$ cat src/rtl/reg_rename_file.sv
// Architectural register file with per-register rename tags. Renames come in from issue,
// commits and flushes come from the reorder buffer, and decode sources are looked up here.
module reg_rename_file #(
  parameter int unsigned NREG = 32,
  parameter int unsigned TAGW = 4,
  parameter int unsigned XLEN = 32
) (
  input  logic            clk,
  input  logic            rst,
  input  logic            rdy,
  input  logic            rn_en,
  input  logic [4:0]      rn_rd,
  input  logic [TAGW-1:0] rn_tag,
  input  logic            cm_en,
  input  logic [4:0]      cm_rd,
  input  logic [TAGW-1:0] cm_tag,
  input  logic [XLEN-1:0] cm_val,
  input  logic            flush,
  input  logic [4:0]      rs1_addr,
  input  logic [4:0]      rs2_addr,
  output logic            rs1_ready,
  output logic [XLEN-1:0] rs1_val,
  output logic            rs2_ready,
  output logic [XLEN-1:0] rs2_val,
  output logic [5:0]      busy_cnt
);

  logic [XLEN-1:0] val_q [NREG];
  logic [XLEN-1:0] val_d [NREG];
  logic [TAGW-1:0] tag_q [NREG];
  logic [TAGW-1:0] tag_d [NREG];
  logic [NREG-1:0] busy_q, busy_d;
  logic [5:0]      cnt_q, cnt_d;

  always_comb begin
    val_d  = val_q;
    tag_d  = tag_q;
    busy_d = busy_q;
    if (rdy) begin
      for (int unsigned i = 1; i < NREG; i++) begin
        if (cm_en && cm_rd == 5'(i)) begin
          val_d[i] = cm_val;
          if (busy_q[i] && tag_q[i] == cm_tag) busy_d[i] = 1'b0;
        end
        // A rename after the commit clear lets the newer tag win on a same-register collision.
        if (rn_en && !flush && rn_rd == 5'(i)) begin
          busy_d[i] = 1'b1;
          tag_d[i]  = rn_tag;
        end
      end
      if (flush) busy_d = '0;
    end
    busy_d[0] = 1'b0;
  end

  always_comb begin
    cnt_d = '0;
    for (int unsigned i = 0; i < NREG; i++) begin
      cnt_d = cnt_d + 6'(busy_d[i]);
    end
  end

  always_ff @(posedge clk) begin
    if (rst) begin
      val_q  <= '{default: '0};
      tag_q  <= '{default: '0};
      busy_q <= '0;
      cnt_q  <= '0;
    end else begin
      val_q  <= val_d;
      tag_q  <= tag_d;
      busy_q <= busy_d;
      cnt_q  <= cnt_d;
    end
  end

  assign busy_cnt = cnt_q;

  logic [4:0]      src_addr  [2];
  logic            src_ready [2];
  logic [XLEN-1:0] src_val   [2];

  assign src_addr[0] = rs1_addr;
  assign src_addr[1] = rs2_addr;

  // Lookups see pre-edge state, with a bypass for the commit retiring the current producer.
  always_comb begin
    for (int s = 0; s < 2; s++) begin
      src_ready[s] = 1'b1;
      src_val[s]   = '0;
      if (src_addr[s] != 5'd0) begin
        if (busy_q[src_addr[s]]) begin
          if (cm_en && cm_rd == src_addr[s] && cm_tag == tag_q[src_addr[s]]) begin
            src_val[s] = cm_val;
          end else begin
            src_ready[s] = 1'b0;
            src_val[s]   = XLEN'(tag_q[src_addr[s]]);
          end
        end else begin
          src_val[s] = val_q[src_addr[s]];
        end
      end
    end
  end

  assign rs1_ready = src_ready[0];
  assign rs1_val   = src_val[0];
  assign rs2_ready = src_ready[1];
  assign rs2_val   = src_val[1];

endmodule

$ cat config.mk
export PLATFORM = sky130hd
export DESIGN_NAME = reg_rename_file
export DESIGN_NICKNAME = d
export VERILOG_FILES = /design/src/rtl/reg_rename_file.sv
export SDC_FILE = /design/constraint.sdc
export NUM_CORES = 2
export LEC_CHECK = 0
export CORE_ASPECT_RATIO = 1.5
export CORE_MARGIN = 2
export CORE_UTILIZATION = 45
export CTS_CLUSTER_SIZE = 20
export DETAILED_ROUTE_END_ITERATION = 8
export PLACE_DENSITY = 0.67
export SLEW_MARGIN = 5
export SYNTH_ARGS = -nofsm -noshare
export SYNTH_HDL_FRONTEND = slang
export SYNTH_SLANG_ARGS = --single-unit
$ cat constraint.sdc
create_clock -name clk -period 13.4 [get_ports clk]
set_clock_uncertainty 0.15 [all_clocks]
set_input_delay 2.68 -clock clk [delete_from_list [all_inputs] [get_ports clk]]
set_output_delay 2.68 -clock clk [all_outputs]
set_load 0.02 [all_outputs]
After elaboration in Yosys (flattened, before gate mapping) --
Index checks and enable logic that the tools add are counted.
Operators by class: add/subtract/negate cells 30, bitwise operators 2, magnitude comparators 4, muxes and demuxes 123, equal/unequal tests 97, reduce and logical (&&, ||, !) cells 163
Operators by type and width (number):
- two-way mux 32 bit | 12
- binary-select mux 32 bit (select 5 bit) | 2
- == test 5 bit (second input constant) | 32
- adder 6 x 1 -> 6 bit | 25
- == test 4 bit | 33
- AND reduction 2 bit | 62
- two-way mux 1 bit | 101
- logical AND 1 bit | 98
- == test 5 x 4 -> 1 bit (second input constant) | 16
- binary-select mux 4 bit (select 5 bit) | 2
- == test 5 x 3 -> 1 bit (second input constant) | 8
- == test 5 x 2 -> 1 bit (second input constant) | 4
- two-way mux 4 bit | 4
- >= comparator 6 bit (second input constant) | 2
- < comparator 5 x 6 -> 1 bit (second input constant) | 2
- NOT 5 -> 6 bit | 2
- binary-select mux 1 bit (select 5 bit) | 2
- == test 5 x 1 -> 1 bit (second input constant) | 2
- == test 5 bit | 2
- nonzero test 5 bit | 2
- adder 5 x 1 -> 6 bit | 1
- adder 4 x 1 -> 5 bit | 1
- adder 3 x 1 -> 4 bit | 1
- adder 2 x 1 -> 3 bit | 1
- other kinds (2) | 2
Word-level totals: input port bits 66, word-level logic and storage cells 484, register bits 1154, output and inout bits 72

Longest topological paths before layout --
depth after elaboration 37, depth in mapped cells 24, depth with buffers taken out 22

Worst setup path before layout --
OpenSTA, ideal clock, no wires.
kind input port to flip-flop, start point in cm_tag[2], end point reg cnt_q[4] (netlist: busy_cnt[4]), data required time 13.122 ns, data arrival time 8.747 ns, cell stages on the path 21, setup time 0.128 ns, setup slack 4.376 ns, buffers on the path 3, cells stage by stage clkbuf_1 > clkbuf_1 > clkbuf_1 > xnor2_1 > nand4_1 > nor3_1 > o21ai_0 > a21boi_0 > fa_1 > fa_1 > fa_1 > fa_1 > fa_1 > fa_1 > fa_1 > inv_1 > fa_1 > a21o_1 > a21oi_1 > xor2_1 > nor2_1
On the way: cells in the longest elaborated chain, start to end 37, elaborated cells between the ends (all ways) 187, classes of those cells add/sub: 30; eq/ne: 31; mux: 95; reduce/logical: 31
RTL lines:
- start: declaration | line 16 | input logic [TAGW-1:0] cm_tag,
- == test 4 bit | line 43 | if (busy_q[i] && tag_q[i] == cm_tag) busy_d[i] = 1'b0;
- logical AND 1 bit | line 43
- two-way mux 1 bit | line 43
- two-way mux 1 bit | line 41 | if (cm_en && cm_rd == 5'(i)) begin
- two-way mux 1 bit | line 46 | if (rn_en && !flush && rn_rd == 5'(i)) begin
- two-way mux 32 bit (*) | line 51 | if (flush) busy_d = '0;
- two-way mux 32 bit (*) | line 39 | if (rdy) begin
- adder 1 x 1 -> 2 bit | line 59 | cnt_d = cnt_d + 6'(busy_d[i]);
- adder 2 x 1 -> 3 bit | line 59
- adder 3 x 1 -> 4 bit | line 59
- adder 4 x 1 -> 5 bit | line 59
- adder 5 x 1 -> 6 bit | line 59
- adder 6 x 1 -> 6 bit (24 in a row) | line 59
- adder 6 x 1 -> 6 bit (*) | line 59
- end signal: assignment | line 73 | cnt_q <= cnt_d;
- end: declaration | line 33 | logic [5:0] cnt_q, cnt_d;
Mark *: on every way between the ends. The rest lies on a longest branch, timed or not. A chain may end at the register's enable or synchronous reset.

Worst setup path in the final report --
start point in rs2_addr[1], end point out rs2_val[3]
On the way: cells in the longest elaborated chain, start to end 9, elaborated cells between the ends (all ways) 17, classes of those cells eq/ne: 2; mux: 11; bitwise: 1; reduce/logical: 3
RTL lines:
- start: declaration | line 20 | input logic [4:0] rs2_addr,
- NOT 5 -> 6 bit (implied by the code) | line 93, 97, 100
- binary-select mux 4 bit (select 5 bit) | line 93, 97
- two-way mux 4 bit (implied by the code) (2 in a row) | line 93, 97
- == test 4 bit | line 93 | if (cm_en && cm_rd == src_addr[s] && cm_tag == tag_q[src_addr[s]]) begin
- logical AND 1 bit | line 93
- two-way mux 32 bit | line 93
- two-way mux 32 bit | line 92 | if (busy_q[src_addr[s]]) begin
- two-way mux 32 bit (*) | line 91 | if (src_addr[s] != 5'd0) begin
- end: declaration | line 24 | output logic [XLEN-1:0] rs2_val,
Mark *: on every way between the ends. The rest lies on a longest branch, timed or not. The select of a mux whose other input is x is not followed.

==> summary.txt <==
Critical path
  – CP top delay family: buffers and inverters
  – CP Class: in2out
  – Startpoint types: input pin
  – Crit path max-delay cell type: buf_4
  – Worst reg2reg setup slack: 7.26 ns
  – Crit path DAT: 7.53 ns
  – Slowest stage delay, CP: 0.73 ns
  – Crit path capture type: output port
  – WP buf/inv: 3
  – Worst Path Required: 10.57 ns
  – CP Cell Sequence: buf_8 -> buf_4 -> nor2b_4 -> a221oi_1 -> o22ai_1 -> xnor2_1 -> o221ai_1 -> a21o_1 -> o311a_1 -> nor4_1 -> clkdlybuf4s50_1
  – Crit path max fanout: 81

Global routing
  – First-pass GRT wire length: 353000 µm
  – Gr ovfl total: 0
  – Largest net degree at the start of global routing: 210
  – Initial antenna violation count: 15
  – Vias in the first global route: 53500
  – Overall routing resource usage: 33.4%

STA
  – RSZ-0062 raised after global routing: no
  – Setup TNS: 0 ns
  – Hold Fails Final Rpt: 0
  – Max-Slew Margin vs Limit: 13.4%
  – Fin. max-slew vios: 0
  – Final setup vio count: 0
  – Final min period: 10.36 ns
  – Actual slew at the worst max-slew pin: 1.30 ns
  – Ratio of final minimum period to clock period: 77.3%
  – Max Freq: 96.5 MHz
  – Post-layout worst setup margin: 3.04 ns

Route
  – Routed wire length: 245000 µm
  – Routed WL per cell: 29.2 µm
  – DRT met1 WL: 83000 µm
  – DRT iter0 DRCs: 8871
  – Top Metal Used: met5
  – DRC: 0
  – Routed via count: 55300
  – Via density: 6.59
  – Antenna-violating nets left: 0
  – Met2 wire length: 107000 µm
  – Pre-Repair DR Iteration Count: 8
  – Metal3 WL: 33900 µm

Synthesis
  – Synth top area share: 36.6%
  – Synthesized area per cell: 9.36 µm²
  – Synth Cell Area: 0.0631 mm²
  – Register bit total from synthesis: 1153
  – Largest cells by area after synthesis: dfxtp_1, mux4_2, nand2_1
  – Netlist cell types: 80
  – EDFF count, synth: 0
  – Yosys top cell by area: dfxtp_1
  – Mapped Cells: 6742
  – Yosys warnings: 0
  – Ys flop type: dfxtp_1
  – Share of flip-flops with an asynchronous set or reset: 0%
  – Most frequent cell after synthesis: nand2_1
  – Net Count, Synth: 6838
  – Top cells by count, synth: nand2_1, dfxtp_1, a21oi_1
  – Sequential area share after synthesis: 36.6%

CTS
  – Num CTS Buffers: 114
  – Sink Count: 1153
  – Hold-fix buffer count after cts: 0
  – Resized cells post-CTS: 0
  – H-tree depth: 3
  – Worst skew pair latency: 0.80 ns
  – Clock Tree Buf Depth: 3
  – CTS clk-pin slew, worst paths: 0.07 ns
  – Post-CTS Setup Inserts: 0
  – Root Buffer: clkbuf_16
  – TritonCTS clock tree: done

Hold path
  – Hold WC Path Type: reg2reg

Placed design
  – PortBufs: 137
  – GP Congestion: 0.963
  – Place WS: 3.33 ns
  – DP HPWL: 139000 µm

Final layout
  – Area Overhead vs Synth: 8.97%
  – Filler cell count: 12600
  – Fin nets: 6521
  – Post-layout util: 49.3%
  – Layout cells sized above 1: 17.7%

Floorplan
  – Total Die Area: 0.143 mm²
  – Die X: 310 µm
  – Total core area: 0.140 mm²
  – FP Rows: 168
  – Boundary Pins: 138
  – Initial Utilization: 45.2%
  – Die Y: 463 µm

Run
  – Max_cap viols: 0

Power
  – Leakage power figure: 22.8 nW
  – Power per Cell Area: 110 mW/mm²
  – Worst vdd ir: 0.000115 V

Run status
  – Status: complete, no violations
registers in the layout, summed over array words and instances (netlist names):
signal    count
tag_q       124
busy_q       31
val_q       992
busy_cnt      6
power by group:
group | total [W] | switching [W] | internal (W)
sequential | 0.00345 | 0.0000106 | 0.00344
combinational | 0.000597 | 0.000421 | 0.000175
clock | 0.00349 | 0.00148 | 0.00201
total | 0.00754 | 0.00192 | 0.00562
cell usage in the layout, fill, tap and decap left out, types with 65 or more instances in the layout:
cell,instances
nand2_1,2037
dfxtp_1,1153
a21oi_1,1023
mux4_2,595
mux2i_1,210
nor2_1,204
buf_4,133
clkdlybuf4s50_1,115
clkbuf_16,114
mux2_2,83
xor2_1,73
xnor2_1,71
a22o_1,65
through the flow:
step | hold WS [ns] | cells | instance area (µm²) | total power (W)
CTS | 0.314 | 8393 | 68800 | 0.00752
finish | 0.314 | 8398 | 68800 | 0.00754
global placement | 0.298 | 8179 | 64700 | 0.00410
global route | 0.328 | 8395 | 68800 | 0.00769
floorplan | 0.292 | 6742 | 63100 | 0.00394
detailed placement | 0.305 | 8179 | 64700 | 0.00411
worst min-delay path, stage by stage, from the launching register on:
cell,delay [ns]
dfxtp_1,0.32
nand2_1,0.05
a21oi_1,0.05
path summary, 6_finish.rpt:
kind,from,end,cells after the start
setup / recovery,rs2_addr[1],rs2_val[3],11
hold / removal,val_q[777]$_SDFFE_PP0P_,val_q[777]$_SDFFE_PP0P_,2
setup reg to reg,tag_q[3]$_SDFFE_PP0P_,busy_cnt[4]$_SDFF_PP0_,18
hold reg to reg,val_q[777]$_SDFFE_PP0P_,val_q[777]$_SDFFE_PP0P_,2
cell type report:
cell class | count | area [µm²] | area share (%)
Clock inverter | 43 | 601 | 0.873
Clock buffer | 171 | 3450 | 5.01
Sequential cell | 1153 | 23100 | 33.6
Antenna cell | 5 | 12.5 | 0.0182
Timing Repair Buffer | 276 | 2450 | 3.56
Tap cell | 1870 | 2340 | 3.40
Multi-Input combinational cell | 4841 | 36700 | 53.3
Inverter | 39 | 165 | 0.240
metal layers:
layer,up-vias,GRT usage [%]
met5,-,0
met4,20,24.1
met1,27000,41.1
met3,1127,9.65
met2,4168,50.0
li1,23000,-
cell families after synthesis:
kind of cell	Yosys count	share of synthesized area, %
AOI/OAI and AO/OA	1261	11.5
xor gates and xnor gates	146	2.05
buffers and inverters	748	5.90
adders and majority gates	30	0.868
and+or+nand+nor	2474	15.4
DFF	1153	36.6
muxes	930	27.8
No activity file was read; power rests on OpenSTA's default activity.
